==> src/rtl/cs_resolve_seq.sv <==
// Purpose : resolves a carry-save (sum, cout) pair into binary, CHUNK result bits per cycle.
// Latency : out_valid rises NCHUNK cycles after the accepting edge.
// Backpressure: result is held in HOLD until out_ready; in_ready is low whenever the block is busy.
//
// Ports: clk/rst_n (async active-low); in_valid/in_ready with sum, cout, approx_en;
//        out_valid/out_ready with result = sext(sum) + (sext(cout) << CARRY_SHIFT); busy in ADD or HOLD.
module cs_resolve_seq #(
    parameter  int SIZE        = 8,
    parameter  int CHUNK       = 4,
    parameter  int CARRY_SHIFT = 1,
    parameter  int APPROX_BITS = 0,
    localparam int IN_W        = SIZE + 3,
    localparam int OUT_W       = SIZE + 4 + CARRY_SHIFT
) (
    input  logic             clk,
    input  logic             rst_n,
    input  logic             in_valid,
    output logic             in_ready,
    input  logic [IN_W-1:0]  sum,
    input  logic [IN_W-1:0]  cout,
    input  logic             approx_en,
    output logic             out_valid,
    input  logic             out_ready,
    output logic [OUT_W-1:0] result,
    output logic             busy
);

    localparam int NCHUNK = (OUT_W + CHUNK - 1) / CHUNK;
    localparam int W2     = NCHUNK * CHUNK;           // result width padded to whole chunks
    localparam int IDX_W  = (NCHUNK > 1) ? $clog2(NCHUNK) : 1;
    localparam int SH_W   = $clog2(W2) + 1;
    localparam int EXT_W  = OUT_W - IN_W;

    // Bits that are computed as A|B when approximation is enabled.
    localparam logic [W2-1:0] AMASK = (W2'(1) << APPROX_BITS) - W2'(1);

    typedef enum logic [1:0] {
        IDLE = 2'd0,
        ADD  = 2'd1,
        HOLD = 2'd2
    } state_t;

    state_t             state_q, state_d;
    logic [OUT_W-1:0]   a_q, a_d;
    logic [OUT_W-1:0]   b_q, b_d;
    logic               ap_q, ap_d;
    logic [IDX_W-1:0]   idx_q, idx_d;
    logic               carry_q, carry_d;
    logic [OUT_W-1:0]   result_q, result_d;

    logic [SH_W-1:0]    sh;
    logic [CHUNK-1:0]   a_c, b_c, m_c, r_c;
    logic [CHUNK:0]     add_full;
    logic [W2-1:0]      mask_w;

    always_comb begin
        state_d  = state_q;
        a_d      = a_q;
        b_d      = b_q;
        ap_d     = ap_q;
        idx_d    = idx_q;
        carry_d  = carry_q;
        result_d = result_q;

        // Slice out the current chunk; bits past OUT_W read as zero and are never written back.
        sh     = SH_W'(idx_q) * SH_W'(CHUNK);
        a_c    = CHUNK'(W2'(a_q) >> sh);
        b_c    = CHUNK'(W2'(b_q) >> sh);
        m_c    = ap_q ? CHUNK'(AMASK >> sh) : '0;
        mask_w = W2'({CHUNK{1'b1}}) << sh;

        // Approximate bits are the contiguous low bits, so zeroing them out of the adder
        // also forces the carry into bit APPROX_BITS to zero.
        add_full = {1'b0, a_c & ~m_c} + {1'b0, b_c & ~m_c} + {{CHUNK{1'b0}}, carry_q};
        r_c      = (add_full[CHUNK-1:0] & ~m_c) | ((a_c | b_c) & m_c);

        case (state_q)
            IDLE: begin
                if (in_valid) begin
                    a_d     = {{EXT_W{sum[IN_W-1]}}, sum};
                    b_d     = {{EXT_W{cout[IN_W-1]}}, cout} << CARRY_SHIFT;
                    ap_d    = approx_en;
                    idx_d   = '0;
                    carry_d = 1'b0;
                    state_d = ADD;
                end
            end
            ADD: begin
                result_d = OUT_W'((W2'(result_q) & ~mask_w) | (W2'(r_c) << sh));
                carry_d  = add_full[CHUNK];
                idx_d    = idx_q + IDX_W'(1);
                if (idx_q == IDX_W'(NCHUNK - 1)) begin
                    idx_d   = '0;
                    state_d = HOLD;
                end
            end
            HOLD: begin
                if (out_ready) begin
                    state_d = IDLE;
                end
            end
            default: state_d = IDLE;
        endcase
    end

    always_ff @(posedge clk or negedge rst_n) begin
        if (!rst_n) begin
            state_q  <= IDLE;
            a_q      <= '0;
            b_q      <= '0;
            ap_q     <= 1'b0;
            idx_q    <= '0;
            carry_q  <= 1'b0;
            result_q <= '0;
        end else begin
            state_q  <= state_d;
            a_q      <= a_d;
            b_q      <= b_d;
            ap_q     <= ap_d;
            idx_q    <= idx_d;
            carry_q  <= carry_d;
            result_q <= result_d;
        end
    end

    assign in_ready  = (state_q == IDLE);
    assign out_valid = (state_q == HOLD);
    assign busy      = (state_q != IDLE);
    assign result    = result_q;

endmodule

==> config.mk <==
export PLATFORM = sky130hd
export DESIGN_NAME = cs_resolve_seq
export DESIGN_NICKNAME = d
export VERILOG_FILES = /design/src/rtl/cs_resolve_seq.sv
export SDC_FILE = /design/constraint.sdc
export NUM_CORES = 1
export LEC_CHECK = 0
export ABC_AREA = 1
export BUFFER_PORTS_ARGS = -buffer_cell sky130_fd_sc_hd__buf_4
export CAP_MARGIN = 10
export CORE_MARGIN = 1.5
export CORE_UTILIZATION = 45
export DETAILED_ROUTE_END_ITERATION = 12
export PLACE_DENSITY = 0.75
export SLEW_MARGIN = 30
export SYNTH_ARGS = -nofsm -noshare
export SYNTH_HDL_FRONTEND = slang
export SYNTH_SLANG_ARGS = --single-unit
export TNS_END_PERCENT = 100
==> constraint.sdc <==
create_clock -name clk -period 2.8 [get_ports clk]
set_clock_uncertainty 0.05 [all_clocks]
set_input_delay 0.28 -clock clk [delete_from_list [all_inputs] [get_ports clk]]
set_output_delay 0.28 -clock clk [all_outputs]
set_load 0.05 [all_outputs]
==> flow_metrics.tcl <==
set metrics [dict create \
    outcome "completed" \
    ant_nets 0 \
    synth_top_area_frac 0.516 \
    endpoint_kind "register" \
    finalSetupTns_ps 0 \
    syn2layout_area_growth_pct 22.5 \
    grt_max_degree 41 \
    path_clk_slew_ps 80 \
    antenna_found_initial 0 \
    timing.fmax_ghz 0.401 \
    grt_pass1_vias 1557 \
    cts_root_buffer "clkbuf_8" \
    globalplace.congestion 0.896 \
    synth_ff_type "dfrtp_1" \
    rsz0062_at_grt "false" \
    die_h_um 68.7 \
    pwr-share-comb 0.574 \
    cp-start-kind "register" \
    wire_per_inst_um 11.8 \
    ys_seq_elements 40 \
    core_area_sq_mm 0.00409 \
    pwr-share-clk 0.121 \
    cts_resized 0 \
    dieWidth_um 68.7 \
    grtUsageTotal 0.193 \
    max-cap-violations 0 \
    relSlewSlack 0.666 \
    dp_hpwl_um 2780 \
    worstPathCellList "buf_4 > o21ai_0 > o22ai_1 > fa_1 > fa_1 > xnor2_1 > or2_0 > o21ai_0" \
    ys_types 22 \
    dr.pass1.iters 4 \
    p_leak_nw 1.25 \
    synthTopCellsByArea "dfrtp_1, nand2_1, o21ai_0" \
    power_frac_seq 0.305 \
    vias_per_cell 4.96 \
    critPathRequiredTime_ps 2970 \
    path_max_fanout 8 \
    drc 0 \
    synth_edf_count 0 \
    setup_viol 0 \
    p_sw_frac 0.493 \
    clockBufferDepth 2 \
    start_util 0.475 \
    period_minus_slack_ps 2500 \
    power.internal_mw 1.68 \
    netlist_instances 233 \
    io_buffer_count 41 \
    whs_ps 113 \
    cts_buffers 5 \
    clk_latency_ps 300 \
    vias 1626 \
    cts_tree "built" \
    htree_num_levels 2 \
    power.switching_mw 1.63 \
    nNetsFinal 313 \
    postSynth.asyncResetShare 1.00 \
    cts_sinks 40 \
    min_path_type "input port to register" \
    path_class "register to register" \
    p_per_area_mw_per_mm2 1390 \
    yosys.area.top_type "dfrtp_1" \
    drive_above_1_share 0.212 \
    hold_buffers 1 \
    max_stage_delay_ps 450 \
    hold_viol 0 \
    critPathArrivalTime_ps 2670 \
    ys_seq_area_frac 0.516 \
    ios 43 \
    rows 23 \
    synth.top_cells.by_count "nand2_1, dfrtp_1, o21ai_0" \
    irDropWorstVdd_v 0.000537 \
    nFillCells 408 \
    grt_pass1_wl_um 6690 \
    diodes 0 \
    synth_most_common_cell "nand2_1" \
    critPathSlowestCell "fa_1" \
    synthesis.area_sq_mm 0.00194 \
    post_cts_buffers 0 \
    min_period_over_period 0.891 \
    wirelength_um 3870 \
    dieArea_sq_mm 0.00472 \
    drt_iter0_drc 112 \
    slew_viol_final 0 \
    synth.avg_cell_area_sq_um 8.33 \
    overflow 0 \
    worst_slew_pin_slew_ps 501 \
    synth_warnings 0 \
    synthesis.nets 269 \
]
==> worst paths after layout <==
path / slack [ps] / cells after the start / end / from
max in group asynchronous: 1900 / 2 / b_q[2] / rst_n
max: 300 / 8 / result[10] / idx_q[0]
min reg2reg: 430 / 2 / a_q[3] / a_q[3]
min in group asynchronous: 430 / 2 / result[7] / rst_n
max reg2reg: 300 / 8 / result[10] / idx_q[0]
min: 110 / 2 / state_q[1] / out_ready
==> stage by stage <==
stage | std cells | cell area, sq um | total power [mW] | worst slack, ps | utilization
final | 328 | 2380 | 3.31 | 304 | 0.582
after global routing | 328 | 2380 | 3.64 | 87.6 | 0.582
after CTS | 328 | 2380 | 3.34 | 293 | 0.582
after detailed placement | 319 | 2270 | 2.92 | 307 | 0.557
after global placement | 319 | 2270 | 2.87 | 399 | 0.557
after floorplan | 233 | 1940 | 2.42 | 485 | -
==> cells by family (layout without fill, tap and decap cells) <==
family                     count (synthesis)  count (layout)  synth area share
and+or+nand+nor                          116             116             0.237
AOI/OAI and AO/OA                         42              42             0.111
DFF                                       40              40             0.516
buffers and inverters                     25              70            0.0658
adders and majority gates                  9               9            0.0658
xor gates and xnor gates                   1               1           0.00451
==> flip-flops by register name (all words and copies together), names as in the netlist <==
signal,flops
idx_q,2
carry_q,1
result,13
a_q,11
state_q,2
b_q,11
==> layer usage <==
layer / up-vias / wire length [um] / track usage
li1: 830 / - / -
met1: 742 / 1740 / 0.240
met2: 48 / 1840 / 0.306
met3: 6 / 244 / 0.0666
met4: 0 / 38 / 0.0775
met5: - / 0 / 0
==> power groups by stage <==
stage,Clock [mW],Sequential (mW),Combinational [mW]
finish,0.400,1.01,1.90
global route,0.440,1.05,2.15
CTS,0.408,1.02,1.91
detailed placement,0,1.03,1.90
global placement,0,1.01,1.85
floorplan,0,1.28,1.15
==> worst max-delay path, delay by kind of cell, from the launching register on <==
family | cells | cell delay (ps)
compound gates | 3 | 460
buf+inv | 1 | 190
flops | 1 | 440
simple gates | 1 | 250
fa+ha+maj | 2 | 870
xor+xnor | 1 | 180
==> cell usage in the layout, fill, tap and decap left out, drive strengths merged <==
master / instances
dlygate4sd3: 1
o21ai: 36
clkbuf: 6
nand3: 8
nor2: 16
dfrtp: 40
or2: 1
nand4: 2
fa: 2
a21oi: 2
o22ai: 4
clkinv: 3
nand2: 89
xnor2: 1
inv: 15
buf: 45
ha: 7
==> area by class of cell <==
class                           count  area, sq um  share of cell area
Timing Repair Buffer               46          348               0.146
Clock inverter                      2         10.0             0.00421
Sequential cell                    40         1000               0.421
Tap cell                           50         62.6              0.0263
Multi-Input combinational cell    168          812               0.342
Clock buffer                        6         82.6              0.0347
Inverter                           16         61.3              0.0258
Power figures use the tool's default switching activity.
